--- config.mk ---
export PLATFORM = sky130hd
export DESIGN_NAME = posit_packer_arbiter
export DESIGN_NICKNAME = d
export VERILOG_FILES = /design/src/rtl/posit_pkg.sv /design/src/rtl/packer.sv /design/src/rtl/posit_req_arbiter.sv /design/src/rtl/posit_packer_arbiter.sv
export SDC_FILE = /design/constraint.sdc
export NUM_CORES = 1
export LEC_CHECK = 0
export CAP_MARGIN = 20
export CORE_MARGIN = 2
export CORE_UTILIZATION = 39
export DETAILED_ROUTE_END_ITERATION = 8
export GPL_TIMING_DRIVEN = 0
export PLACE_DENSITY = 0.63
export SLEW_MARGIN = 20
export SYNTH_ARGS = -nofsm -noshare
export SYNTH_HDL_FRONTEND = slang
export SYNTH_SLANG_ARGS = --single-unit
export TNS_END_PERCENT = 20
--- constraint.sdc ---
create_clock -name clk -period 6.9 [get_ports clk]
set_input_delay 1.035 -clock clk [delete_from_list [all_inputs] [get_ports clk]]
set_output_delay 1.035 -clock clk [all_outputs]
set_load 0.05 [all_outputs]
--- src/rtl/posit_pkg.sv ---
// posit_pkg: shared definitions for the posit packer arbiter.
//   NBITS_DEFAULT / ES_DEFAULT : default posit word and exponent field widths
//   state_t                    : grant FSM state encoding
//   tag_width()                : width of a requester index for n requesters
package posit_pkg;

  localparam int NBITS_DEFAULT = 16;
  localparam int ES_DEFAULT    = 3;

  typedef enum logic [1:0] {
    IDLE = 2'd0,
    LOAD = 2'd1,
    PACK = 2'd2,
    DONE = 2'd3
  } state_t;

  function automatic int tag_width(input int n);
    return (n > 1) ? $clog2(n) : 1;
  endfunction

endpackage

--- src/rtl/packer.sv ---
// packer: combinational posit encoder (positive values only).
//   seed  : signed regime value k
//   exp   : ES-bit exponent field
//   frac  : fraction bits after the hidden one, MSB-aligned
//   posit : NBITS posit word, sign bit 0
// The regime is clamped to [-(NBITS-2), NBITS-2], so the result stays between
// minpos and maxpos. Dropped bits are rounded to nearest, ties to even.
module packer #(
  parameter int NBITS = 16,
  parameter int ES    = 3
) (
  input  logic [NBITS-1:0] seed,
  input  logic [ES-1:0]    exp,
  input  logic [NBITS-1:0] frac,
  output logic [NBITS-1:0] posit
);

  localparam int BW = NBITS - 1;           // body bits after the sign
  localparam int EW = 1 + ES + NBITS + BW; // terminator, exp, frac, headroom
  localparam logic signed [NBITS-1:0] KMAX = NBITS'(NBITS - 2);
  localparam logic signed [NBITS-1:0] KMIN = NBITS'(2 - NBITS);
  localparam logic [NBITS-1:0]        ONE  = NBITS'(1);

  logic signed [NBITS-1:0] k;
  logic                    neg;
  logic [NBITS-1:0]        run;
  logic [EW-1:0]           fill;
  logic [EW-1:0]           shifted;
  logic [BW-1:0]           body;
  logic                    guard;
  logic                    sticky;

  always_comb begin
    k = $signed(seed);
    if ($signed(seed) > KMAX) begin
      k = KMAX;
    end else if ($signed(seed) < KMIN) begin
      k = KMIN;
    end
    neg = k[NBITS-1];
    // Regime run length: k+1 ones for k >= 0, -k zeros for k < 0; the bit
    // after the run is the opposite value (the terminator, equal to neg).
    run     = neg ? $unsigned(-k) : ($unsigned(k) + ONE);
    fill    = neg ? '0 : ~({EW{1'b1}} >> run);
    shifted = ({neg, exp, frac, {BW{1'b0}}} >> run) | fill;
    body    = shifted[EW-1 -: BW];
    guard   = shifted[EW-1-BW];
    sticky  = |shifted[EW-2-BW:0];
    // With the clamp, a saturated regime always has guard = 0, so the
    // increment cannot carry into the sign bit.
    posit   = {1'b0, body + BW'(guard & (sticky | body[0]))};
  end

endmodule

--- src/rtl/posit_req_arbiter.sv ---
// posit_req_arbiter: combinational grant selection.
//   req_valid : per-requester request
//   ptr       : round-robin start index (only with POSIT_ARB_RR_EN)
//   gnt       : one-hot grant (zero when nothing requests)
//   gnt_idx   : encoded index of the granted requester
//   gnt_any   : some requester is granted
// POSIT_ARB_RR_EN defined: search starts at ptr and wraps; otherwise the
// lowest index wins.
module posit_req_arbiter
  import posit_pkg::*;
#(
  parameter  int NREQ = 2,
  localparam int TW   = tag_width(NREQ)
) (
  input  logic [NREQ-1:0] req_valid,
`ifdef POSIT_ARB_RR_EN
  input  logic [TW-1:0]   ptr,
`endif
  output logic [NREQ-1:0] gnt,
  output logic [TW-1:0]   gnt_idx,
  output logic            gnt_any
);

`ifdef POSIT_ARB_RR_EN
  always_comb begin
    int idx;
    idx     = 0;
    gnt     = '0;
    gnt_idx = '0;
    gnt_any = 1'b0;
    for (int off = 0; off < NREQ; off++) begin
      idx = (int'(ptr) + off) % NREQ;
      if (!gnt_any && req_valid[idx]) begin
        gnt[idx] = 1'b1;
        gnt_idx  = TW'(idx);
        gnt_any  = 1'b1;
      end
    end
  end
`else
  always_comb begin
    gnt     = '0;
    gnt_idx = '0;
    gnt_any = 1'b0;
    for (int i = 0; i < NREQ; i++) begin
      if (!gnt_any && req_valid[i]) begin
        gnt[i]  = 1'b1;
        gnt_idx = TW'(i);
        gnt_any = 1'b1;
      end
    end
  end
`endif

endmodule

--- src/rtl/posit_packer_arbiter.sv ---
// posit_packer_arbiter: shares one packer between NREQ valid/ready requesters.
//   clk, rst                   : clock, async active-high reset
//   req_valid / req_ready      : per-requester handshake (ready is one-hot or 0)
//   req_seed/req_exp/req_frac  : packed per-requester operands
//   out_valid / out_ready      : result handshake
//   out_posit / out_tag        : packed posit and owning requester index
// Macro POSIT_ARB_RR_EN selects round-robin arbitration (default: fixed
// priority, lowest index first).
//
// state | meaning
// IDLE  | waiting for a request; winner's operands captured on the edge
// LOAD  | operand registers drive the packer
// PACK  | packer result captured into out_posit
// DONE  | out_valid high until out_ready
module posit_packer_arbiter
  import posit_pkg::*;
#(
  parameter  int NBITS = NBITS_DEFAULT,
  parameter  int ES    = ES_DEFAULT,
  parameter  int NREQ  = 2,
  localparam int TW    = tag_width(NREQ)
) (
  input  logic                  clk,
  input  logic                  rst,
  input  logic [NREQ-1:0]       req_valid,
  output logic [NREQ-1:0]       req_ready,
  input  logic [NREQ*NBITS-1:0] req_seed,
  input  logic [NREQ*ES-1:0]    req_exp,
  input  logic [NREQ*NBITS-1:0] req_frac,
  output logic                  out_valid,
  input  logic                  out_ready,
  output logic [NBITS-1:0]      out_posit,
  output logic [TW-1:0]         out_tag
);

  state_t           state_q, state_d;
  logic [NBITS-1:0] seed_q, seed_d;
  logic [ES-1:0]    exp_q, exp_d;
  logic [NBITS-1:0] frac_q, frac_d;
  logic [TW-1:0]    tag_q, tag_d;
  logic [NBITS-1:0] out_posit_q, out_posit_d;
  logic [TW-1:0]    out_tag_q, out_tag_d;
  logic             out_valid_q, out_valid_d;

  logic [NREQ-1:0]  gnt;
  logic [TW-1:0]    gnt_idx;
  logic             gnt_any;
  logic [NBITS-1:0] pack_res;

`ifdef POSIT_ARB_RR_EN
  logic [TW-1:0]    ptr_q, ptr_d;
`endif

  posit_req_arbiter #(.NREQ(NREQ)) u_arb (
    .req_valid (req_valid),
`ifdef POSIT_ARB_RR_EN
    .ptr       (ptr_q),
`endif
    .gnt       (gnt),
    .gnt_idx   (gnt_idx),
    .gnt_any   (gnt_any)
  );

  packer #(.NBITS(NBITS), .ES(ES)) u_packer (
    .seed  (seed_q),
    .exp   (exp_q),
    .frac  (frac_q),
    .posit (pack_res)
  );

  always_comb begin
    state_d     = state_q;
    seed_d      = seed_q;
    exp_d       = exp_q;
    frac_d      = frac_q;
    tag_d       = tag_q;
    out_posit_d = out_posit_q;
    out_tag_d   = out_tag_q;
    out_valid_d = out_valid_q;
`ifdef POSIT_ARB_RR_EN
    ptr_d       = ptr_q;
`endif
    case (state_q)
      IDLE: begin
        if (gnt_any) begin
          seed_d  = req_seed[gnt_idx*NBITS +: NBITS];
          exp_d   = req_exp[gnt_idx*ES +: ES];
          frac_d  = req_frac[gnt_idx*NBITS +: NBITS];
          tag_d   = gnt_idx;
          state_d = LOAD;
`ifdef POSIT_ARB_RR_EN
          ptr_d   = (int'(gnt_idx) == NREQ - 1) ? '0 : gnt_idx + TW'(1);
`endif
        end
      end
      LOAD: state_d = PACK;
      PACK: begin
        out_posit_d = pack_res;
        out_tag_d   = tag_q;
        out_valid_d = 1'b1;
        state_d     = DONE;
      end
      DONE: begin
        if (out_ready) begin
          out_valid_d = 1'b0;
          state_d     = IDLE;
        end
      end
      default: state_d = IDLE;
    endcase
  end

  always_ff @(posedge clk or posedge rst) begin
    if (rst) begin
      state_q     <= IDLE;
      seed_q      <= '0;
      exp_q       <= '0;
      frac_q      <= '0;
      tag_q       <= '0;
      out_posit_q <= '0;
      out_tag_q   <= '0;
      out_valid_q <= 1'b0;
`ifdef POSIT_ARB_RR_EN
      ptr_q       <= '0;
`endif
    end else begin
      state_q     <= state_d;
      seed_q      <= seed_d;
      exp_q       <= exp_d;
      frac_q      <= frac_d;
      tag_q       <= tag_d;
      out_posit_q <= out_posit_d;
      out_tag_q   <= out_tag_d;
      out_valid_q <= out_valid_d;
`ifdef POSIT_ARB_RR_EN
      ptr_q       <= ptr_d;
`endif
    end
  end

  // Ready is gated by rst so nothing is accepted while reset is asserted.
  always_comb begin
    req_ready = '0;
    if (state_q == IDLE && !rst) begin
      req_ready = gnt;
    end
  end

  assign out_valid = out_valid_q;
  assign out_posit = out_posit_q;
  assign out_tag   = out_tag_q;

endmodule
==> results.yml <==
run_status:
  status: "completed"
sta:
  fin_ws_ns: 0.2831
  finClkSkew_ns: 0.005487
  hold_viol: 0
  setup_violations: 0
  slew_violations: 0
  period_share_pct: 95.90
  fin_crit_ns: 6.617
  slew_headroom_pct: 39.80
  worstMarginPinSlew_ns: 0.9015
  timing.fmax_ghz: 0.1511
  grt_setup_unrepaired: "false"
grt:
  grt_usage_pct: 25.68
  antenna_found_initial: 0
  grt_max_degree: 58
  grt-ovfl-total: 0
  grt_pass1_vias: 6294
  grt_pass1_wl_um: 33170
drt:
  routedWlPerCell_um: 19.74
  ant_nets: 0
  avgViaCountPerCell: 6.250
  post-route-drc-count: 0
  drt_iter0_markers: 453
  num_vias: 6406
  wirelength_um: 20230
  dr.pass1.iters: 6
setup_path:
  worst-setup-path-type: "reg2reg"
  crit_family: "simple AND/OR/NAND/NOR gates"
  worstPathArrival_ns: 6.82
  critical_path.cell_chain: "clkbuf_2 > and4_1 > nand3_1 > or3_1 > ha_1 > clkbuf_4 > clkbuf_2 > or3_1 > inv_1 > ha_1 > nor3b_4 > a21o_1 > a221o_1 > nand4_1 > o41ai_4 > buf_2 > nor2_1 > a2111o_1 > ha_1 > o21ai_1 > or2_1 > nor3_1 > a211o_1"
  required_ns: 7.10
  rr_startpoint: "seed_q[8]"
  regToRegSetupSlack_ns: 0.28
  crit_top_cell: "ha_1"
  crit_path_end_kind: "flop"
  slowest_delay_ns: 0.49
  r2r-end: "out_posit[12]"
  cp_max_fo: 19
  start_kind: "flop"
  cp_slowest_cell: "o41ai_4"
  cp_num_buf_inv: 5
  r2r_cells: 23
  cp.depth: 23
clocking:
  insertion_delay_ns: 0.31
  cts_tree: "built"
  ctsHoldBuffers: 0
  clockRootBuffer: "clkbuf_16"
  htree_levels: 2
  numCtsBuffers: 5
  cts_buffer_depth: 2
  cts.sinks: 55
  post_cts_buffers: 0
  path_clk_slew_ns: 0.08
final_layout:
  finalNonFillerCells: 1025
  syn2layout_area_growth_pct: 23.32
  diodes: 0
  nNetsFinal: 922
  drive_gt1_share_pct: 9.631
  final_cell_area_sq_mm: 0.007147
  fillerInstances: 1488
  final_util_pct: 49.17
die:
  die_w_um: 125.9
  start_util_pct: 39.88
  pin_count: 95
  num_rows: 44
  die_h_um: 125.9
  core_sq_mm: 0.01453
  die_area_sq_mm: 0.01585
place:
  dpl.hpwl_um: 16070
  routabilityCongestion: 0.9689
  pre_cts_ws_ns: -0.7011
  port_buffers: 93
  dp_cells: 1022
  dpl_cell_area_sq_mm: 0.006959
power_and_ir_drop:
  power_uw: 4309
  p_per_area_mw_per_mm2: 602.9
  ir_worst_vdd_uv: 220.3
  p_leak_uw: 0.002771
synthesis:
  synthArstFlopShare_pct: 100.0
  yosys-top-cells-area: "dfrtp_1 (24%), mux2i_1 (9.2%), o21ai_0 (5.6%), nand2_1 (5.1%), nor2_1 (3.4%)"
  synth_fp_nets: 827
  synthCells: 745
  seq_area_frac_synth_pct: 23.75
  syn_area_sq_mm: 0.005796
  yosys_warnings: 0
  synth_common_cells: "nand2_1 (79), o21ai_0 (65), dfrtp_1 (55)"
  ys_types: 89
  yosysTopAreaCell: "dfrtp_1"
  synthFlopType: "dfrtp_1"
  yosysTopAreaCellShare_pct: 23.75
  synth.avg_cell_area_sq_um: 7.779
  synth-seq-cells: 55
  yosysMostFrequentCell: "nand2_1"
  synth-edff-count: 0
worst_hold_path:
  min_to: "out_posit[9]"
  hold_class: "reg2reg"
  whs_path_depth: 2
  hp-start: "out_posit[9]"
flow_run:
  max_cap_viol_count: 0
==> worst max-delay path by stage <==
stage / startpoint / end / slack (ns)
after floorplan: seed_q[8] / out_posit[14] / 0.86
after global placement: seed_q[15] / out_posit[14] / -0.79
after detailed placement: seed_q[15] / out_posit[14] / -0.70
after CTS: seed_q[8] / out_posit[12] / 0.09
after global routing: seed_q[8] / out_posit[12] / 0.004
final: seed_q[8] / out_posit[12] / 0.28
==> metrics by stage <==
step                      hold slack [ns]  TNS, ns
final                              0.4883        0
after global placement             0.4677   -6.450
after global routing               0.5132        0
after detailed placement           0.4729   -5.215
after floorplan                    0.4512        0
after CTS                          0.4915        0
==> worst min-delay path: stages (launching register included) <==
cell     delay [ns]
dfrtp_1        0.35
nand2_1        0.05
o31ai_1        0.05
==> where the power goes <==
group | switching, uW | total [uW] | leakage (uW) | internal (uW)
logic | 2170 | 3390 | 0.00204 | 1220
clock network | 132 | 268 | 0.0000740 | 135
registers | 172 | 653 | 0.000661 | 482
==> repair_timing <==
item,in CTS,in global routing
setup endpoints to repair,15,9
gates resized for setup,10,12
pin swaps,0,2
hold endpoints to repair,0,0
==> registers in the layout, summed over array words and instances (netlist names) <==
register and count:
frac_q 16, seed_q 16, out_posit 15, exp_q 3, state_q 2, out_tag 1, out_valid 1, tag_q 1
==> cells by family after synthesis <==
family / synth area share [%]
buf+inv: 5.851
fa+ha+maj: 1.684
compound gates: 27.74
mux: 12.07
xor+xnor: 1.662
flops: 23.75
simple gates: 27.18
other cells: 0.06470
==> layout make-up <==
| class | count | area (sq um) | share of cell area [%] |
|---|---|---|---|
| Multi-Input combinational cell | 611 | 4128 | 57.76 |
| Tap cell | 184 | 230.2 | 3.221 |
| Sequential cell | 55 | 1376 | 19.26 |
| Clock inverter | 3 | 18.77 | 0.2626 |
| Timing Repair Buffer | 93 | 930.9 | 13.03 |
| Inverter | 16 | 62.56 | 0.8754 |
| Buffer | 58 | 275.3 | 3.852 |
| Clock buffer | 5 | 125.1 | 1.751 |
==> layout by cell type (no fill, tap or decap), types with 5 or more instances in the layout <==
master / Yosys / layout
a41oi_1: 7 / 7
nor4_1: 16 / 16
clkbuf_16: 0 / 5
a31oi_1: 13 / 13
xor2_1: 5 / 5
nand2_1: 79 / 79
inv_1: 16 / 15
a211oi_1: 15 / 15
a211o_1: 5 / 5
nand2b_1: 10 / 10
and3_1: 8 / 7
nor2b_1: 11 / 11
nor3_1: 29 / 29
and2_1: 8 / 8
nand3_1: 27 / 27
nand4_1: 12 / 12
a21oi_1: 34 / 34
o21a_1: 7 / 7
clkbuf_2: 1 / 10
mux2_2: 13 / 13
a2111oi_0: 5 / 5
dfrtp_1: 55 / 55
a21o_1: 8 / 8
mux2i_1: 53 / 52
clkbuf_1: 42 / 30
and4_1: 6 / 6
o21ai_0: 65 / 65
o31ai_1: 6 / 6
clkdlybuf4s50_1: 0 / 93
or3_1: 8 / 8
xnor2_1: 6 / 6
nor2_1: 52 / 52
ha_1: 7 / 7
buf_2: 9 / 9
==> per-layer routing <==
layer | share of wire [%] | up-vias | global-route usage, %
met5 | 0 | - | 0
met4 | 2.6 | 0 | 8.727
met3 | 5.7 | 40 | 3.568
met2 | 46 | 273 | 41.40
met1 | 46 | 3069 | 35.43
li1 | - | 3024 | -
(Power assumes the default switching activity.)
